## src/rtl/seg_scan_ctrl_pkg.sv

```systemverilog
// Shared constants for the multiplexed seven-segment scanner: register map,
// CTRL field positions and the active-low glyph set {A..G,DP}.
package seg_scan_ctrl_pkg;

  typedef enum logic [1:0] {
    REG_DATA = 2'd0,
    REG_CTRL = 2'd1,
    REG_DIV  = 2'd2,
    REG_DUTY = 2'd3
  } reg_sel_e;

  localparam int CTRL_EN_BIT       = 0;
  localparam int CTRL_LZS_BIT      = 1;
  localparam int CTRL_DIG_MASK_LSB = 8;
  localparam int CTRL_DP_MASK_LSB  = 16;

  localparam logic [7:0] SEG_BLANK   = 8'hFF;
  // Suppressed leading digit that still carries its decimal point.
  localparam logic [7:0] SEG_DP_ONLY = 8'hFE;

  localparam logic [7:0] GLYPH_0 = 8'h03;
  localparam logic [7:0] GLYPH_1 = 8'h9F;
  localparam logic [7:0] GLYPH_2 = 8'h25;
  localparam logic [7:0] GLYPH_3 = 8'h0D;
  localparam logic [7:0] GLYPH_4 = 8'h99;
  localparam logic [7:0] GLYPH_5 = 8'h49;
  localparam logic [7:0] GLYPH_6 = 8'h41;
  localparam logic [7:0] GLYPH_7 = 8'h1F;
  localparam logic [7:0] GLYPH_8 = 8'h01;
  localparam logic [7:0] GLYPH_9 = 8'h09;
  localparam logic [7:0] GLYPH_A = 8'h11;
  localparam logic [7:0] GLYPH_B = 8'hC1;
  localparam logic [7:0] GLYPH_C = 8'h63;
  localparam logic [7:0] GLYPH_D = 8'h85;
  localparam logic [7:0] GLYPH_E = 8'h61;
  localparam logic [7:0] GLYPH_F = 8'h71;

endpackage

```

## src/rtl/seg_hex_decode.sv

```systemverilog
// Hex nibble to active-low seven-segment glyph; DP bit is always 1 (off) here.
module seg_hex_decode
  import seg_scan_ctrl_pkg::*;
(
  input  logic [3:0] nibble,
  output logic [7:0] glyph
);

  always_comb begin
    unique case (nibble)
      4'h0: glyph = GLYPH_0;
      4'h1: glyph = GLYPH_1;
      4'h2: glyph = GLYPH_2;
      4'h3: glyph = GLYPH_3;
      4'h4: glyph = GLYPH_4;
      4'h5: glyph = GLYPH_5;
      4'h6: glyph = GLYPH_6;
      4'h7: glyph = GLYPH_7;
      4'h8: glyph = GLYPH_8;
      4'h9: glyph = GLYPH_9;
      4'hA: glyph = GLYPH_A;
      4'hB: glyph = GLYPH_B;
      4'hC: glyph = GLYPH_C;
      4'hD: glyph = GLYPH_D;
      4'hE: glyph = GLYPH_E;
      4'hF: glyph = GLYPH_F;
    endcase
  end

endmodule

```

## src/rtl/seg_scan_ctrl.sv

```systemverilog
// MMIO seven-segment scanner: DATA/CTRL/DIV/DUTY registers, digit scan with
// enable/DP masks, leading-zero suppression and in-slot PWM brightness.
module seg_scan_ctrl
  import seg_scan_ctrl_pkg::*;
#(
  parameter int NUM_DIGITS = 8,
  parameter int SCAN_DIV   = 300000,
  parameter int CNT_W      = 32   // must not exceed the 32-bit bus
) (
  input  logic                  seg_clk,
  input  logic                  seg_rst,
  input  logic [31:0]           seg_addr,
  input  logic                  seg_we,
  input  logic [31:0]           seg_wdata,
  output logic [31:0]           seg_rdata,
  output logic [NUM_DIGITS-1:0] dig_en,
  output logic                  DN_A,
  output logic                  DN_B,
  output logic                  DN_C,
  output logic                  DN_D,
  output logic                  DN_E,
  output logic                  DN_F,
  output logic                  DN_G,
  output logic                  DN_DP
);

  localparam int DATA_W = 4 * NUM_DIGITS;
  localparam int IDX_W  = (NUM_DIGITS > 1) ? $clog2(NUM_DIGITS) : 1;
  localparam logic [IDX_W-1:0] LAST_IDX = IDX_W'(NUM_DIGITS - 1);

  logic [DATA_W-1:0]     data_q;
  logic                  en_q;
  logic                  lzs_q;
  logic [NUM_DIGITS-1:0] dig_mask_q;
  logic [NUM_DIGITS-1:0] dp_mask_q;
  logic [CNT_W-1:0]      div_q;
  logic [CNT_W-1:0]      duty_q;
  logic [CNT_W-1:0]      slot_cnt_q;
  logic [IDX_W-1:0]      scan_idx_q;
  logic [7:0]            seg_q;

  reg_sel_e              reg_sel;
  logic                  en_next;
  logic [NUM_DIGITS-1:0] blank;
  logic [3:0]            cur_nibble;
  logic [7:0]            cur_glyph;
  logic                  slot_on;
  logic                  show_glyph;
  logic                  show_dp;
  logic [NUM_DIGITS-1:0] dig_sel;
  logic [31:0]           rd_mux;
  logic                  unused_bits;

  assign reg_sel = reg_sel_e'(seg_addr[3:2]);
  // A write clearing en must beat a coincident slot boundary.
  assign en_next = (seg_we && reg_sel == REG_CTRL) ? seg_wdata[CTRL_EN_BIT] : en_q;

  for (genvar i = 0; i < NUM_DIGITS; i++) begin : g_lzs
    if (i == 0) begin : g_first
      assign blank[i] = 1'b0;
    end else begin : g_rest
      assign blank[i] = lzs_q && (data_q[DATA_W-1:4*i] == '0);
    end
  end

  assign cur_nibble = data_q[{scan_idx_q, 2'b00} +: 4];

  seg_hex_decode u_hex_decode (
    .nibble (cur_nibble),
    .glyph  (cur_glyph)
  );

  assign slot_on    = en_q && dig_mask_q[scan_idx_q] && (slot_cnt_q < duty_q);
  assign show_glyph = slot_on && !blank[scan_idx_q];
  assign show_dp    = slot_on && blank[scan_idx_q] && dp_mask_q[scan_idx_q];

  always_comb begin
    // NOTE: every always_comb target gets a default first so no path can infer a latch.
    dig_sel             = '1;
    dig_sel[scan_idx_q] = 1'b0;
  end

  always_comb begin
    rd_mux = '0;
    case (reg_sel)
      REG_DATA: rd_mux[DATA_W-1:0] = data_q;
      REG_CTRL: begin
        rd_mux[CTRL_EN_BIT]                         = en_q;
        rd_mux[CTRL_LZS_BIT]                        = lzs_q;
        rd_mux[CTRL_DIG_MASK_LSB +: NUM_DIGITS]     = dig_mask_q;
        rd_mux[CTRL_DP_MASK_LSB +: NUM_DIGITS]      = dp_mask_q;
      end
      REG_DIV:  rd_mux[CNT_W-1:0] = div_q;
      REG_DUTY: rd_mux[CNT_W-1:0] = duty_q;
    endcase
  end

  // NOTE: state is updated with non-blocking assignments so every register sees pre-edge values.
  always_ff @(posedge seg_clk or posedge seg_rst) begin
    if (seg_rst) begin
      data_q     <= '0;
      en_q       <= 1'b1;
      lzs_q      <= 1'b0;
      dig_mask_q <= '1;
      dp_mask_q  <= '0;
      div_q      <= CNT_W'(SCAN_DIV);
      duty_q     <= '1;
    end else if (seg_we) begin
      case (reg_sel)
        REG_DATA: data_q <= seg_wdata[DATA_W-1:0];
        REG_CTRL: begin
          en_q       <= seg_wdata[CTRL_EN_BIT];
          lzs_q      <= seg_wdata[CTRL_LZS_BIT];
          dig_mask_q <= seg_wdata[CTRL_DIG_MASK_LSB +: NUM_DIGITS];
          dp_mask_q  <= seg_wdata[CTRL_DP_MASK_LSB +: NUM_DIGITS];
        end
        REG_DIV:  div_q  <= seg_wdata[CNT_W-1:0];
        REG_DUTY: duty_q <= seg_wdata[CNT_W-1:0];
      endcase
    end
  end

  always_ff @(posedge seg_clk or posedge seg_rst) begin
    if (seg_rst) begin
      slot_cnt_q <= '0;
      scan_idx_q <= '0;
    end else if (!en_q || !en_next) begin
      slot_cnt_q <= '0;
      scan_idx_q <= '0;
    end else if (slot_cnt_q >= div_q) begin
      slot_cnt_q <= '0;
      scan_idx_q <= (scan_idx_q == LAST_IDX) ? '0 : scan_idx_q + IDX_W'(1);
    end else begin
      slot_cnt_q <= slot_cnt_q + CNT_W'(1);
    end
  end

  always_ff @(posedge seg_clk or posedge seg_rst) begin
    if (seg_rst) begin
      dig_en    <= '1;
      seg_q     <= SEG_BLANK;
      seg_rdata <= '0;
    end else begin
      dig_en    <= (show_glyph || show_dp) ? dig_sel : '1;
      seg_q     <= show_glyph ? {cur_glyph[7:1], ~dp_mask_q[scan_idx_q]} :
                   show_dp    ? SEG_DP_ONLY : SEG_BLANK;
      seg_rdata <= rd_mux;
    end
  end

  assign {DN_A, DN_B, DN_C, DN_D, DN_E, DN_F, DN_G, DN_DP} = seg_q;

  assign unused_bits = ^{seg_addr[31:4], seg_addr[1:0], seg_wdata, cur_glyph[0]};

endmodule

```

## config.mk

```make
export PLATFORM = sky130hd
export DESIGN_NAME = seg_scan_ctrl
export DESIGN_NICKNAME = d
export VERILOG_FILES = /design/src/rtl/seg_scan_ctrl_pkg.sv /design/src/rtl/seg_hex_decode.sv /design/src/rtl/seg_scan_ctrl.sv
export SDC_FILE = /design/constraint.sdc
export NUM_CORES = 1
export LEC_CHECK = 0
export CAP_MARGIN = 15
export CORE_ASPECT_RATIO = 0.5
export CORE_MARGIN = 4
export CORE_UTILIZATION = 41
export DETAILED_ROUTE_END_ITERATION = 8
export PLACE_DENSITY_LB_ADDON = 0.08
export SKIP_CTS_REPAIR_TIMING = 1
export SLEW_MARGIN = 15
export SYNTH_ARGS = -nofsm -noshare
export SYNTH_HDL_FRONTEND = slang
export SYNTH_SLANG_ARGS = --single-unit
```

## constraint.sdc

```tcl
create_clock -name seg_clk -period 7.3 [get_ports seg_clk]
set_clock_uncertainty 0.2 [all_clocks]
set_input_delay 1.095 -clock seg_clk [delete_from_list [all_inputs] [get_ports seg_clk]]
set_output_delay 1.095 -clock seg_clk [all_outputs]
set_load 0.02 [all_outputs]
```

==> results_dict.tcl <==
set metrics [dict create \
    max_freq_mhz 257 \
    wl_met2_um 11800 \
    fill_cells 2210 \
    cp-startpoint "scan_idx_q[1]" \
    grt_pass1_wl_um 43100 \
    antenna_found_initial 0 \
    design_power_total_mw 3.46 \
    core-area_um2 24400 \
    clockBufferDepth 2 \
    holdWs_ns 0.309 \
    die_area_um2 28000 \
    vias 7144 \
    hold_path_class "reg -> reg" \
    final_common_cell "dfrtp_1" \
    endpoint_kind "flop" \
    multi_input_area_um2 4900 \
    min_from "div_q[25]" \
    cts-root-buf "clkbuf_16" \
    cts_tree "done" \
    grt_remaining_overflow 0 \
    rr_startpoint "scan_idx_q[1]" \
    die_height_um 120 \
    async_reset_ff_share_pct 100 \
    num_antenna_cells 0 \
    area_growth_pct 17.6 \
    crit_arrival_ns 4.05 \
    met1Wirelength_um 14100 \
    post-dp-hpwl_um 20100 \
    fin_area_um2 12100 \
    first_global_vias 7236 \
    seq_area_um2 5010 \
    p_leak_nw 5.37 \
    ant_nets 0 \
    clk_latency_ns 0.45 \
    slew_headroom_pct 16.8 \
    maxSlewViolCount 0 \
    synth_seq_cells 197 \
    tightestPinTransition_ns 1.25 \
    setup_tns_ns 0 \
    layout.nets 1088 \
    cp-start-kind "flop" \
    rsz0062_at_grt "false" \
    rows 40 \
    ir_worst_vdd_v 0.000134 \
    synth.distinct_cells 64 \
    dr_wl_met3_um 1690 \
    finalWirelength_um 28000 \
    synth_area_um2 10300 \
    power.density_nw_per_um2 285 \
    finalCriticalPeriod_ns 3.90 \
    crit_required_ns 7.45 \
    netlist_instances 866 \
    drive_gt1_share_pct 27.2 \
    dp_slack_ns 3.15 \
    die_width_um 232 \
    first_pass_iters 5 \
    status "complete, no violations" \
    crit_fanout 22 \
    highest_layer "met4" \
    hold_viol_final 0 \
    maxCapViolCount 0 \
    synth_ff_type "dfrtp_1" \
    ios 115 \
    portBuffers 84 \
    finalWorstSetupSlack_ns 3.40 \
    layout_common_cells "dfrtp_1 (132), mux2_2 (117), clkdlybuf4s50_1 (82)" \
    yosysSeqAreaShare_pct 48.5 \
    wl_per_cell_um 21.6 \
    start_util_pct 42.4 \
    crit_type "reg -> reg" \
    holdPathStages 1 \
    htree_num_levels 4 \
    post-route-period-util_pct 53.4 \
    yosysWarnings 0 \
    track_usage_pct 20.6 \
    avgSynthCellArea_um2 11.9 \
    synthesis.nets 1005 \
    setup_viol 0 \
    gp_congestion 0.895 \
    drt-vias-per-instance 5.50 \
    drc 0 \
    synth_edf_count 0 \
    placed_cell_area_um2 11600 \
    grt_max_degree 78 \
    cts_buffers 17 \
    cts_num_sinks 197 \
    r2r_cells 9 \
    first_iter_violations 482 \
    path_clk_slew_ns 0.07 \
]
worst paths after layout:
kind,end,slack [ns]
min reg2reg,div_q[25],0.31
min,div_q[25],0.31
max in group asynchronous,data_q[18],4.73
max reg2reg,seg_q[4],3.40
max,seg_q[4],3.40
min in group asynchronous,slot_cnt_q[4],0.85
report_power, final:
group          internal (mW)  switching [mW]
logic                  0.474           0.550
clock network          0.512           0.429
registers               1.33           0.164
kinds of logic (layout without fill, tap and decap cells):
family	Yosys count	after routing	share of synthesized area, %
AO/OA/AOI/OAI	121	121	8.53
XOR/XNOR	30	30	2.54
AND/OR/NAND/NOR	183	183	8.88
buffers and inverters	111	207	4.22
flip-flops	197	197	48.5
multiplexers	152	152	18.6
adder cells (fa/ha/maj)	72	72	8.72
Yosys cell counts (all sizes together), types with 6 or more instances:
library cell  instances  share of area (%)
dfrtp               132                 32
mux2                117                 13
inv                  74                2.7
ha                   72                8.7
dfstp                65                 17
nor2                 49                1.8
nand2                45                1.6
o21ai                26                1.3
a21oi                24                1.2
nand3                23                1.1
clkbuf               22               0.80
mux4                 20                4.4
nand4                19                1.2
xor2                 19                1.6
a22o                 15                1.3
mux2i                15                1.5
buf                  13               0.65
a21o                 12               0.87
xnor2                11               0.93
and3                  9               0.55
nor3                  7               0.45
a211oi                6               0.48
routing by layer:
| metal | GRT usage, % | vias to the layer above |
|---|---|---|
| li1 | - | 3285 |
| met2 | 29.6 | 190 |
| met1 | 31.1 | 3643 |
| met5 | 0 | - |
| met3 | 4.94 | 26 |
| met4 | 5.22 | 0 |
final cells by class:
type / count / share of cell area (%)
Clock buffer: 19 / 3.65
Clock inverter: 13 / 1.10
Inverter: 76 / 2.41
Multi-Input combinational cell: 558 / 40.3
Sequential cell: 197 / 41.3
Tap cell: 336 / 3.46
Timing Repair Buffer: 99 / 7.77
critical path: stages, from the launching register on:
cell and delay [ns]:
dfrtp_1 0.82, clkinv_1 0.49, nand3_1 0.18, o21ai_0 0.12, a221oi_1 1.03, inv_1 0.24, ha_1 0.29, mux2_2 0.26
nand2_1 0.06, nand3_1 0.10
state kept, by name, summed over array words and instances, names as in the netlist:
| register | flops |
|---|---|
| data_q | 32 |
| div_q | 32 |
| duty_q | 32 |
| seg_rdata | 32 |
| slot_cnt_q | 32 |
| dig_en | 8 |
| dig_mask_q | 8 |
| dp_mask_q | 8 |
| seg_q | 8 |
| scan_idx_q | 3 |
| en_q | 1 |
| lzs_q | 1 |
metrics by stage:
stage          cells  util, %
2_1_floorplan    866        -
3_3_place_gp    1265     47.4
3_5_place_dp    1265     47.4
4_1_cts         1297     49.8
5_1_grt         1298     49.8
6_report        1298     49.8
Note: power is estimated with default switching activity, not from simulation.
